--- config.mk ---
export PLATFORM = sky130hd
export DESIGN_NAME = mem_port_arbiter
export DESIGN_NICKNAME = d
export VERILOG_FILES = /design/src/rtl/mem_arb_pkg.sv /design/src/rtl/arb_lat_counter.sv /design/src/rtl/mem_port_arbiter.sv
export SDC_FILE = /design/constraint.sdc
export NUM_CORES = 1
export LEC_CHECK = 0
export BUFFER_PORTS_ARGS = -buffer_cell sky130_fd_sc_hd__buf_2
export CELL_PAD_IN_SITES_DETAIL_PLACEMENT = 0
export CELL_PAD_IN_SITES_GLOBAL_PLACEMENT = 1
export CORE_ASPECT_RATIO = 1.1
export CORE_MARGIN = 2
export CORE_UTILIZATION = 40
export CTS_CLUSTER_DIAMETER = 150
export CTS_CLUSTER_SIZE = 12
export DETAILED_ROUTE_END_ITERATION = 8
export HOLD_SLACK_MARGIN = 0.02
export PLACE_DENSITY_LB_ADDON = 0.1
export SYNTH_ARGS = -nofsm -noshare
export SYNTH_HDL_FRONTEND = slang
export SYNTH_SLANG_ARGS = --single-unit
--- constraint.sdc ---
create_clock -name clk -period 5.07 [get_ports clk]
set_input_delay 0.7605 -clock clk [delete_from_list [all_inputs] [get_ports clk]]
set_output_delay 0.7605 -clock clk [all_outputs]
set_load 0.02 [all_outputs]
--- src/rtl/mem_arb_pkg.sv ---
// Shared types and constants for the IF/MEM single-port RAM arbiter.
//   arb_state_t : arbiter FSM states
//   arb_owner_t : which pipeline port owns the access in flight
//   MAX_RAM_LAT : largest supported RAM read latency
//   LAT_CNT_W   : width of the latency down-counter
package mem_arb_pkg;

    typedef enum logic [1:0] {IDLE, ISSUE, WAIT, DONE} arb_state_t;
    typedef enum logic {OWN_IF, OWN_MEM} arb_owner_t;

    localparam int unsigned MAX_RAM_LAT = 7;
    localparam int unsigned LAT_CNT_W   = $clog2(MAX_RAM_LAT + 1);

endpackage

--- src/rtl/arb_lat_counter.sv ---
// Loadable down-counter with a zero flag; counts RAM latency cycles.
// Ports:
//   clk, rst  : clock, asynchronous active-low reset
//   load      : load load_val (has priority over dec)
//   load_val  : value to load
//   dec       : decrement by one, holding at zero
//   count     : current count
//   zero      : count == 0
module arb_lat_counter #(
    parameter int unsigned WIDTH = 3
) (
    input  logic             clk,
    input  logic             rst,
    input  logic             load,
    input  logic [WIDTH-1:0] load_val,
    input  logic             dec,
    output logic [WIDTH-1:0] count,
    output logic             zero
);

    assign zero = (count == '0);

    always_ff @(posedge clk or negedge rst) begin
        if (!rst) begin
            count <= '0;
        end else if (load) begin
            count <= load_val;
        end else if (dec && !zero) begin
            count <= count - 1'b1;
        end
    end

endmodule

--- src/rtl/mem_port_arbiter.sv ---
// Arbitrates one single-port synchronous RAM between the IF fetch port and
// the MEM load/store port. MEM has priority (older instruction). Each access
// runs IDLE -> ISSUE -> [WAIT] -> DONE, then a one-cycle valid pulse during
// which no new grant is made.
// Optional: define ARB_STARVE_GUARD_EN to force an IF grant after STARVE_MAX
// consecutive MEM grants taken while IF was waiting.
// Ports:
//   clk, rst                         : clock, asynchronous active-low reset
//   if_req/if_addr                   : fetch request (level) and word address
//   if_rdata/if_valid/stall_if       : fetch data, completion pulse, stall
//   mem_req/mem_we/mem_addr/mem_wdata: data request (level), store flag, addr, data
//   mem_rdata/mem_valid/stall_mem    : load data, completion pulse, stall
//   ram_en/ram_we/ram_addr/ram_wdata : RAM strobes, address and write data
//   ram_rdata                        : RAM read data, RAM_LAT cycles after ram_en
module mem_port_arbiter
    import mem_arb_pkg::*;
#(
    parameter int unsigned ADDR_W     = 10,
    parameter int unsigned DATA_W     = 32,
    parameter int unsigned RAM_LAT    = 1,
    parameter int unsigned STARVE_MAX = 4
) (
    input  logic              clk,
    input  logic              rst,
    input  logic              if_req,
    input  logic [ADDR_W-1:0] if_addr,
    output logic [DATA_W-1:0] if_rdata,
    output logic              if_valid,
    output logic              stall_if,
    input  logic              mem_req,
    input  logic              mem_we,
    input  logic [ADDR_W-1:0] mem_addr,
    input  logic [DATA_W-1:0] mem_wdata,
    output logic [DATA_W-1:0] mem_rdata,
    output logic              mem_valid,
    output logic              stall_mem,
    output logic              ram_en,
    output logic              ram_we,
    output logic [ADDR_W-1:0] ram_addr,
    output logic [DATA_W-1:0] ram_wdata,
    input  logic [DATA_W-1:0] ram_rdata
);

    if (RAM_LAT < 1 || RAM_LAT > MAX_RAM_LAT || STARVE_MAX < 1) begin : g_bad_param
        $error("mem_port_arbiter: RAM_LAT must be 1..7 and STARVE_MAX >= 1");
    end

    arb_state_t          state, state_nxt;
    arb_owner_t          owner;
    logic [ADDR_W-1:0]   addr_q;
    logic                we_q;
    logic [DATA_W-1:0]   wdata_q;
    logic                grant_if, grant_mem;
    logic                bubble;
    logic                issue;
    logic                lat_load, lat_dec, lat_zero;
    logic [LAT_CNT_W-1:0] lat_cnt;

    // The valid cycle is the post-DONE bubble: the requester still holds its
    // old request there, so it must not be re-granted.
    assign bubble = if_valid | mem_valid;

`ifdef ARB_STARVE_GUARD_EN
    localparam int unsigned STARVE_W = $clog2(STARVE_MAX + 1);
    logic [STARVE_W-1:0] starve_cnt;
    logic                starve_hit;

    assign starve_hit = (starve_cnt == STARVE_W'(STARVE_MAX));

    always_ff @(posedge clk or negedge rst) begin
        if (!rst) begin
            starve_cnt <= '0;
        end else if (grant_if) begin
            starve_cnt <= '0;
        end else if (grant_mem && if_req && !starve_hit) begin
            starve_cnt <= starve_cnt + 1'b1;
        end
    end
`endif

    always_comb begin
        grant_mem = 1'b0;
        grant_if  = 1'b0;
        if (state == IDLE && !bubble) begin
`ifdef ARB_STARVE_GUARD_EN
            if (mem_req && !(if_req && starve_hit)) begin
`else
            if (mem_req) begin
`endif
                grant_mem = 1'b1;
            end else if (if_req) begin
                grant_if = 1'b1;
            end
        end
    end

    always_comb begin
        state_nxt = state;
        lat_load  = 1'b0;
        lat_dec   = 1'b0;
        case (state)
            IDLE: begin
                if (grant_mem || grant_if) begin
                    state_nxt = ISSUE;
                end
            end
            ISSUE: begin
                lat_load  = 1'b1;
                state_nxt = (RAM_LAT == 1) ? DONE : WAIT;
            end
            WAIT: begin
                lat_dec = 1'b1;
                // Leave on the decrement that reaches zero.
                if (lat_cnt == LAT_CNT_W'(1) || lat_zero) begin
                    state_nxt = DONE;
                end
            end
            DONE: begin
                state_nxt = IDLE;
            end
            default: begin
                state_nxt = IDLE;
            end
        endcase
    end

    arb_lat_counter #(
        .WIDTH(LAT_CNT_W)
    ) u_lat_counter (
        .clk     (clk),
        .rst     (rst),
        .load    (lat_load),
        .load_val(LAT_CNT_W'(RAM_LAT - 1)),
        .dec     (lat_dec),
        .count   (lat_cnt),
        .zero    (lat_zero)
    );

    always_ff @(posedge clk or negedge rst) begin
        if (!rst) begin
            state     <= IDLE;
            owner     <= OWN_IF;
            addr_q    <= '0;
            we_q      <= 1'b0;
            wdata_q   <= '0;
            if_valid  <= 1'b0;
            mem_valid <= 1'b0;
            if_rdata  <= '0;
            mem_rdata <= '0;
        end else begin
            state     <= state_nxt;
            if_valid  <= (state == DONE) && (owner == OWN_IF);
            mem_valid <= (state == DONE) && (owner == OWN_MEM);
            if (grant_mem) begin
                owner   <= OWN_MEM;
                addr_q  <= mem_addr;
                we_q    <= mem_we;
                wdata_q <= mem_wdata;
            end else if (grant_if) begin
                owner   <= OWN_IF;
                addr_q  <= if_addr;
                we_q    <= 1'b0;
                wdata_q <= '0;
            end
            if (state == DONE) begin
                if (owner == OWN_IF) begin
                    if_rdata <= ram_rdata;
                end else if (!we_q) begin
                    mem_rdata <= ram_rdata;
                end
            end
        end
    end

    assign issue     = (state == ISSUE);
    assign ram_en    = issue;
    assign ram_we    = issue & we_q;
    assign ram_addr  = issue ? addr_q  : '0;
    assign ram_wdata = issue ? wdata_q : '0;

    // Gated by rst so every output reads 0 while reset is held.
    assign stall_if  = rst & if_req  & ~if_valid;
    assign stall_mem = rst & mem_req & ~mem_valid;

endmodule

==> reports/metrics.yaml <==
status: "completed"
numPortBuffers: 200
fin_worst_skew_ns: 0.00792
synthArstFlopShare: 1.00
syn_area_per_cell_sq_um: 13.6
drive_above_1_share: 0.538
cts_tree: "yes"
slew_viol_final: 0
p_per_area_nw_per_um2: 725
clock_latency_ns: 0.41
synthCells: 348
cts_buffers: 17
grt_pass1_vias: 3565
synth_seq_cells: 115
multiInputGateArea_sq_um: 1710
synth_ff_type: "dfrtp_1"
placed_area_sq_um: 5820
synth_edf_count: 0
fp.dieH_um: 118
grt_max_degree: 65
hold_class: "in -> async"
rsz0062_at_grt: "no"
ctsHoldBuffers: 0
seq_area_sq_um: 2880
placedCellCount: 679
finalHoldViolations: 0
wl_per_cell_um: 15.8
cts_max_level: 4
postCtsSetupBuffers: 0
overflow: 0
place.gp.congestion: 0.731
vias: 3444
ys_seq_area_frac: 0.610
dr.pass1.iters: 4
min_period_over_period: 0.559
grt_use_total: 0.182
die_w_um: 108
vias_per_cell: 4.84
hpwl_um: 7590
timing.fmax_mhz: 353
path_class: "reg -> out"
num_rows: 41
clk_pin_slew_ns: 0.05
yosysWarnings: 0
worstPathRequired_ns: 4.31
synth_area_sq_um: 4720
fin_crit_ns: 2.83
fill_cells: 1049
ir_worst_vdd_mv: 0.347
clockBufferDepth: 2
yosys.area.top_type_share: 0.610
core-area_sq_um: 11500
fin_area_sq_um: 6360
ant_nets: 0
arrival_ns: 2.07
syn_nets: 445
clock_sinks: 115
nets: 645
wl_um: 11200
die_area_sq_um: 12700
cts-root-buf: "clkbuf_16"
cap_viol_max_count: 0
grt_antenna_before_repair: 1
pin_count: 201
synth_area_leader_cell: "dfrtp_1"
setup_violations: 0
worst_slew_pin_slew_ns: 1.14
endpoint_kind: "output port"
drc_errors: 0
syn_to_final_growth_pct: 34.7
drt_iter0_drc: 112
initial_core_util: 0.411
worstSetupStartpointType: "flop"
layout_common_cells: "buf_2, dfrtp_1, mux2_2, and2_1, a22o_1"
setup_tns_ns: 0
slew_headroom: 0.241
grt_pass1_wl_um: 17800
ys_top_cells_by_area: "dfrtp_1, mux2_2, a22o_1"
synth_cell_types: 26
final_common_cell: "buf_2"
cts_resized: 0
crit_fanout: 34
p_leak_nw: 3.26
instances_no_fill: 711
-- per-layer routing --
metal / GRT usage / wire, um / up-vias
met1: 0.210 / 4600 / 1668
met4: 0.0873 / 304 / 0
met2: 0.294 / 5320 / 135
met3: 0.0725 / 978 / 21
li1: - / - / 1620
met5: 0 / 0 / -
-- final cells by class --
cell class / count / share of cell area
sequential: 115 / 0.453
inverter: 6 / 0.00354
antenna: 1 / 0.000394
clock buffer: 20 / 0.0703
multi-input combinational: 205 / 0.268
tap: 150 / 0.0295
timing repair buffer: 203 / 0.161
clock inverter: 11 / 0.0140
-- synth_stat cells, types with 2 or more instances --
library cell  count
a22o_1           33
and2_1           44
buf_2             7
buf_6             5
clkbuf_1         10
dfrtp_1         115
ha_1              8
inv_1             5
mux2_2           65
nand2_1          15
nor2_1            7
o21ai_0           2
o21ai_1          10
o22ai_1          10
-- metrics by stage --
stage | setup slack, ns | power [W] | util | hold slack, ns
after CTS | 2.19 | 0.00468 | 0.553 | 0.409
after detailed placement | 2.52 | 0.00357 | 0.506 | 0.469
after global routing | 2.06 | 0.00490 | 0.553 | 0.430
after floorplan | 2.95 | 0.00293 | - | 0.448
after global placement | 2.57 | 0.00353 | 0.506 | 0.460
final | 2.24 | 0.00461 | 0.553 | 0.377
-- flip-flops by register name, summed over array words and instances (netlist names), 2 cells and up --
name,count
u_lat_counter.count,3
addr_q,10
wdata_q,32
if_rdata,32
state,2
mem_rdata,32
-- power breakdown --
group          internal [W]  switching, W  leakage (nW)
Combinational      0.000830       0.00109          1.60
Clock              0.000675      0.000396         0.265
Sequential          0.00138      0.000235          1.40
Total               0.00289       0.00172          3.26
-- path summary, 6_finish.rpt --
| path | from | end | slack [ns] | depth (start not counted) |
|---|---|---|---|---|
| worst max-delay path | state[1]$_DFFE_PN0P_ | ram_wdata[20] | 2.24 | 5 |
| worst min-delay path | rst | addr_q[9]$_DFFE_PN0P_ | 0.38 | 1 |
| worst max register to register | state[0]$_DFFE_PN0P_ | wdata_q[20]$_DFFE_PN0P_ | 2.72 | 4 |
| worst min register to register | addr_q[9]$_DFFE_PN0P_ | addr_q[9]$_DFFE_PN0P_ | 0.47 | 2 |
| max in group asynchronous | rst | mem_rdata[13]$_DFFE_PN0P_ | 3.40 | 2 |
| min in group clk | addr_q[9]$_DFFE_PN0P_ | addr_q[9]$_DFFE_PN0P_ | 0.47 | 2 |
-- cells by family after synthesis --
| family | Yosys count | share of synthesized area |
|---|---|---|
| AOI/OAI and AO/OA | 58 | 0.0915 |
| xor gates and xnor gates | 1 | 0.00186 |
| adders and majority gates | 8 | 0.0212 |
| buffers and inverters | 28 | 0.0321 |
| DFF | 115 | 0.610 |
| muxes | 67 | 0.160 |
| and+or+nand+nor | 71 | 0.0838 |
-- critical path, cell delays in order, from the launching register on --
cell and delay (ns):
dfrtp_1 0.42, inv_1 0.10, ha_1 0.40, buf_4 0.36, and2_1 0.20, buf_2 0.17
No activity file was read; power rests on OpenSTA's default activity.
